<file path="src/rtl/ctrl_contador_ajuste.sv">
// Wrapping up/down adjustment counter driven by button release ticks, with registered BCD digits.
// Latency: a tick or load in cycle N updates valor, bcd_dec, bcd_uni and cambio together in cycle N+1.
// Backpressure: none; every rising tick edge is acted on in the cycle it arrives.
module ctrl_contador_ajuste #(
    parameter int WIDTH   = 6,
    parameter int MIN_VAL = 0,
    parameter int MAX_VAL = 59
) (
    input  logic             clk,
    input  logic             reset_n,
    input  logic             en,
    input  logic             ticku,
    input  logic             tickd,
    input  logic             load,
    input  logic [WIDTH-1:0] load_val,
    output logic [WIDTH-1:0] valor,
    output logic [3:0]       bcd_dec,
    output logic [3:0]       bcd_uni,
    output logic             cambio
);

    localparam logic [WIDTH-1:0] MIN_W   = WIDTH'(MIN_VAL);
    localparam logic [WIDTH-1:0] MAX_W   = WIDTH'(MAX_VAL);
    localparam logic [3:0]       MIN_DEC = 4'(MIN_VAL / 10);
    localparam logic [3:0]       MIN_UNI = 4'(MIN_VAL % 10);

    logic             ticku_q;
    logic             tickd_q;
    logic             up_ev;
    logic             dn_ev;
    logic [WIDTH-1:0] load_hi;
    logic [WIDTH-1:0] load_clamp;
    logic [WIDTH-1:0] valor_nxt;
    logic             cambio_nxt;
    logic [6:0]       valor7;
    logic [3:0]       bcd_dec_nxt;
    logic [3:0]       bcd_uni_nxt;

    assign up_ev   = ticku & ~ticku_q;
    assign dn_ev   = tickd & ~tickd_q;
    assign load_hi = (load_val > MAX_W) ? MAX_W : load_val;

    // The low clamp only exists when MIN_VAL is nonzero; an unsigned compare
    // against zero would be constant.
    generate
        if (MIN_VAL > 0) begin : g_min_clamp
            assign load_clamp = (load_val < MIN_W) ? MIN_W : load_hi;
        end else begin : g_no_min_clamp
            assign load_clamp = load_hi;
        end
    endgenerate

    always_comb begin
        valor_nxt  = valor;
        cambio_nxt = 1'b0;
        if (load) begin
            valor_nxt = load_clamp;
        end else if (en && up_ev && !dn_ev) begin
            valor_nxt  = (valor == MAX_W) ? MIN_W : valor + WIDTH'(1);
            cambio_nxt = 1'b1;
        end else if (en && dn_ev && !up_ev) begin
            valor_nxt  = (valor == MIN_W) ? MAX_W : valor - WIDTH'(1);
            cambio_nxt = 1'b1;
        end
    end

    // Digits come from the next value so they are registered alongside valor.
    assign valor7      = 7'(valor_nxt);
    assign bcd_dec_nxt = 4'(valor7 / 7'd10);
    assign bcd_uni_nxt = 4'(valor7 % 7'd10);

    always_ff @(posedge clk or negedge reset_n) begin
        if (!reset_n) begin
            ticku_q <= 1'b0;
            tickd_q <= 1'b0;
            valor   <= MIN_W;
            bcd_dec <= MIN_DEC;
            bcd_uni <= MIN_UNI;
            cambio  <= 1'b0;
        end else begin
            ticku_q <= ticku;
            tickd_q <= tickd;
            valor   <= valor_nxt;
            bcd_dec <= bcd_dec_nxt;
            bcd_uni <= bcd_uni_nxt;
            cambio  <= cambio_nxt;
        end
    end

endmodule

</file>
<file path="config.mk">
export PLATFORM = sky130hd
export DESIGN_NAME = ctrl_contador_ajuste
export DESIGN_NICKNAME = d
export VERILOG_FILES = /design/src/rtl/ctrl_contador_ajuste.sv
export SDC_FILE = /design/constraint.sdc
export NUM_CORES = 1
export LEC_CHECK = 0
export BUFFER_PORTS_ARGS = -buffer_cell sky130_fd_sc_hd__buf_2
export CAP_MARGIN = 5
export CORE_MARGIN = 3
export CORE_UTILIZATION = 45
export DETAILED_ROUTE_END_ITERATION = 16
export GPL_TIMING_DRIVEN = 1
export PLACE_DENSITY = 0.69
export RECOVER_POWER = 100
export SETUP_SLACK_MARGIN = 0.3
export SKIP_CTS_REPAIR_TIMING = 1
export SLEW_MARGIN = 15
export SYNTH_ARGS = -nofsm -noshare
export SYNTH_HDL_FRONTEND = slang
export SYNTH_SLANG_ARGS = --single-unit
</file>
<file path="constraint.sdc">
create_clock -name clk -period 3.75 [get_ports clk]
set_input_delay 0.1875 -clock clk [delete_from_list [all_inputs] [get_ports clk]]
set_output_delay 0.1875 -clock clk [all_outputs]
set_load 0.01 [all_outputs]
</file>
# Word level (Yosys, flattened, before mapping)

Cells that the tools add are included.

Bits in read-only memories: 0
Latch bits: 0
Word-level logic and storage cells: 32
Memories: 0
Bits in registers: 17
Output and inout port bits: 15
RAM bits: 0
Input bits: 12

Bitwise operators: 4
Shift operators: 0
Add/subtract/negate cells: 2
Magnitude comparators: 1
Mux-type cells: 9
Reduce and logical (&&, ||, !) cells: 7
Divide/modulo/power cells: 2
Multiply operators: 0
Equal/unequal tests: 1

Operator list:

| kind                  | count |
|---|---|
| $mux W6               | 6 |
| $div A6 B4 Y7 const B | 1 |
| $mod A6 B4 Y7 const B | 1 |
| $add A6 B1 Y6 const B | 1 |
| $eq A6 B6 Y1 const B  | 1 |
| $gt A6 B6 Y1 const B  | 1 |
| $logic_not A6 Y1      | 1 |
| $sub A6 B1 Y6 const B | 1 |
| $logic_and A1 B1 Y1   | 4 |
| $mux W1               | 3 |
| $and A1 B1 Y1         | 2 |
| $logic_not A1 Y1      | 2 |
| $not A1 Y1            | 2 |

# Longest topological paths before layout

Depth in word-level cells: 8
Depth in mapped cells: 20
Depth with buffers taken out: 19

# Worst setup path after synthesis

Ideal clock, no wire load.

Path kind: register to register
Start: register bcd_uni[0] (netlist name)
End: register bcd_uni[1]
Clock period less this slack: 3.880 ns
Setup time: 0.076 ns
Data required time: 3.674 ns
Stages on the path, launching flop included: 20
Data arrival time: 3.804 ns
Slack: -0.130 ns
Path through: dfrtp_1 inv_1 ha_1 or2_2 a31o_2 a221oi_2 or3_1 buf_6 nor2_1 nor2_1 ha_1 o31ai_1 o31a_1 nor2_1 mux2i_4 xnor2_1 ha_1 or2_2 o22a_1 o21ai_1

RTL lines:

| element              | RTL line | source |
|---|---|---|
| end signal, assigned | 85       | `bcd_uni <= bcd_uni_nxt;` |
| end, declared        | 18       | `output logic [3:0] bcd_uni,` |

# Worst setup path after layout

Start: register valor[1]
End: register bcd_uni[3]

Cells in the longest elaborated chain, start to end: 6
Elaborated cells on any way between the ends: 10
Those cells by class: add/sub: 2; div: 1; eq/ne: 1; mux: 5; reduce/logical: 1

Ends and longest elaborated chain:

| element                                                  | RTL line | source |
|---|---|---|
| start, declared                                          | 16       | `output logic [WIDTH-1:0] valor,` |
| start signal, assigned                                   | 83       | `valor <= valor_nxt;` |
| $sub A6 B1 Y6 / $logic_not A6 Y1 (equally long branches) | 62       | `valor_nxt = (valor == MIN_W) ? MAX_W : valor - WIDTH'(1);` |
| $mux W6                                                  | 62       |  |
| $mux W6                                                  | 61       | `end else if (en && dn_ev && !up_ev) begin` |
| $mux W6 *                                                | 58       | `end else if (en && up_ev && !dn_ev) begin` |
| $mux W6 *                                                | 56       | `if (load) begin` |
| net valor_nxt[3]                                         | 33       | `logic [WIDTH-1:0] valor_nxt;` |
| $mod A6 B4 Y7 *                                          | 70       | `assign bcd_uni_nxt = 4'(valor7 % 7'd10);` |
| net bcd_uni_nxt[3]                                       | 37       | `logic [3:0] bcd_uni_nxt;` |

Mark *: on every way through the listed nets, which the timed path passes. The rest lies on a longest branch.

==> results.txt <==
Entering global routing, the biggest net connects 16 pins. The path class of the tightest hold or removal check is in -> reg. The critical path is of the reg -> reg type. Across the routed clock network, the largest skew measured is 0.00168 ns.

The final reports fail on setup timing. The nature of the critical path endpoint is a flip-flop. For the worst setup path, the data required time is 3.93 ns. The CTS clock-pin slew for the worst setup and hold paths came out at 0.09 ns. The total placed instance area is 1530 um^2. Routability-driven placement finished with a final weighted congestion of between 0.9 and 1. The number of buffers on the longest clock path is 2. The static leakage power is 0.755 nW. By instance count, the leading cell after synthesis is nor2_1. The clock sink count is 15.

By area the synthesized netlist is led by dfrtp_1 30%, nor2_1 6.6%, ha_1 5.0%, a221oi_2 3.6%, inv_1 3.6%. The die is 58.6 um wide. The smallest setup slack after layout came out at -0.0614 ns.

The maximum operating frequency is 262 MHz. The sequential fraction of the synthesis area is a little under a third. The vias after detailed routing is around 1,300. In this run switching power makes up 39.6% of total power. In this run the worst path has a maximum fanout of 5. The floorplan core area came out at 2540 um^2. The count of pins on the block boundary came out at 27. The worst slew slack as a fraction of its limit came out at about 44%.

The clock reaches the later pin of the worst-skew pair after 0.29 ns. The minimum clock period after layout is 3.81 ns. For this run, the detailed router's first-pass iteration total came to 4. The total die area came out at 3440 um^2. The detailed-route DRC error count is 0.

The number of instances in the synthesized netlist came out at between 100 and 150. After routing the design area is approximately 1700 um^2. The number of synthesized flops with an enable pin is 0. The mean number of vias per cell came out at 5.92. After the first detailed-routing iteration, the DRC count stood at 85. CTS built an H-tree with a depth of 1. The number of placement rows came out at 18. The max-slew violation total from the final report is 0.

The post-detailed-route wirelength per cell is roughly 17 um. The startpoint class of the critical path is a flip-flop. The sequential cells in the finished layout cover a total of 378 um^2.

The total number of nets in the final design came out at 213. The die boundary height came out at 58.6 um. The first-pass GRT wire length came out at 5490 um.

The initial utilization of the core area, before any placement, comes to 49.0%. The number of antenna violations at the first check in global routing is 0. For the worst setup path, the data arrival time is 3.99 ns. The sequential share of power is 30.6%. The antenna diode count came out at 0. The netlist uses 53 different library cells.

Combinational logic burns a little under three fifths of the power. The number of synthesized register bits is 15. The detailed placer's ending HPWL is 2710 um. The via count of the first global-routing pass is 1,206. The design internal power is 408 uW. The worst-margin pin slew is 0.835 ns. The run finished, with violations left. In this run the clock root is driven by a clkbuf_4. Fill cells in the final layout number 214. The total power per unit cell area came out at 399 nW/um^2. The number of input and output port buffers inserted is 25. The cell count after placement came out at between 200 and 250.

The most used flip-flop cell after synthesis is dfrtp_1. The largest vdd supply drop came out at 0.000296 V. The area occupied by multi-input gates came out at 883 um^2. The overall routing resource usage came out at 20.5%. Setup violations remaining at the end of the flow were counted as 3. By count the netlist is led by 22 x nor2_1, 15 x dfrtp_1, 12 x inv_1. The post-route setup TNS came out at -0.146 ns. Setup repair after global routing could not meet its margin everywhere. The Yosys warning count is 0.

The library cell occupying the most area in the post-synthesis netlist is dfrtp_1. The TritonCTS buffer count came out at 3. The final wirelength is 3800 um. The number of non-filler instances in the completed layout came out at 225. The number of failing hold endpoints at the final stage is 0.

The worst path uses 102% of the clock period. The post-synth net total is 163. The share of post-route cells with drive strength above 1 came out at between 30% and 40%. After synthesis, the mean cell area works out to 8.54 um^2. The combined area of all synthesized cells is 1250 um^2. Summed over all nets, the switching power comes to 268 uW. The remaining antenna violation count after routing came out at 0.

The remaining global-route overflow is 0. The max-capacitance violation count came out at 0. The top cell type by area accounts for 30.1% of the synthesized area.

In the synthesized netlist the async set-or-reset flop fraction comes to 100%. The clock share of power came out at 14.0%. Total power for the finished layout comes to 677 uW. The layout overhead on the synthesized area is 36.2%. TritonCTS built the clock tree.
-- state kept, by name, indices dropped and copies added (netlist names) --
name,flops
tickd_q,1
cambio,1
bcd_dec,3
ticku_q,1
bcd_uni,4
valor,5
-- area by class of cell --
type | count | area share (%)
clock buffers | 3 | 1.33
multi-input cells | 109 | 52.0
flip-flops and latches | 15 | 22.3
inverters | 13 | 2.87
well taps | 30 | 2.21
clock inverters | 1 | 0.295
repair buffers | 54 | 19.0
-- metrics by stage --
step	setup slack (ns)	utilization, %	hold WS (ns)
final	-0.0614	66.7	0.0264
after CTS	-0.0230	61.4	-0.202
after global placement	0.163	60.3	0.106
after detailed placement	0.0121	60.3	0.118
after global routing	-0.183	66.7	0.0465
after floorplan	0.103	-	-0.108
-- worst max-delay path, stage by stage (launching register included) --
cell     delay (ns)
dfrtp_2        0.43
or4b_4         0.53
nor4_4         0.20
nor4_4         0.10
o31ai_4        0.29
inv_2          0.07
or3_4          0.35
nor2_4         0.14
nor2_4         0.04
ha_2           0.19
o31ai_2        0.07
o31a_1         0.26
nor2_4         0.06
mux2i_4        0.18
xnor2_2        0.18
ha_4           0.20
buf_4          0.11
nor2_1         0.04
mux2_4         0.26
-- cells by family (layout without fill, tap and decap cells) --
family	count (synthesis)	after routing	synth area share [%]
AOI/OAI and AO/OA	35	35	24.1
adders and majority gates	5	5	5.02
and+or+nand+nor	58	58	23.8
muxes	4	4	4.52
xor gates and xnor gates	6	6	4.22
other	1	1	0.301
DFF	15	15	30.1
buffers and inverters	22	71	7.93
-- cell usage in the layout (no fill, tap or decap), types with 5 or more instances in the layout --
master / n
nor2_1: 17
buf_2: 13
buf_4: 26
inv_1: 12
nand3_1: 5
dfrtp_1: 13
nor3_1: 7
clkbuf_1: 14
-- metal layers --
metal  up-vias  part of all wire [%]  global-route usage (%)
li1        625                     -                       -
met1       653                    40                    26.5
met2        50                    52                    36.4
met3         4                   6.7                    3.73
met4         0                  0.74                    2.91
met5         -                     0                       0
-- path summary, 6_finish.rpt --
| path | depth (start not counted) | slack, ns | end | start |
|---|---|---|---|---|
| worst max-delay path | 18 | -0.06 | bcd_uni[3] | valor[1] |
| worst min-delay path | 1 | 0.03 | ticku_q | ticku |
| worst max register to register | 18 | -0.06 | bcd_uni[3] | valor[1] |
| worst min register to register | 3 | 0.84 | valor[1] | valor[1] |
| max in group asynchronous | 2 | 2.67 | valor[1] | reset_n |
| min in group asynchronous | 2 | 0.51 | bcd_uni[3] | reset_n |
-- power by group through the flow --
stage	Sequential, mW	Combinational, mW	Clock, mW
final	0.207	0.375	0.0950
after global routing	0.211	0.401	0.104
after CTS	0.206	0.313	0.0982
after detailed placement	0.209	0.311	0
after global placement	0.208	0.301	0
after floorplan	0.226	0.186	0
Note: power is estimated with default switching activity, not from simulation.
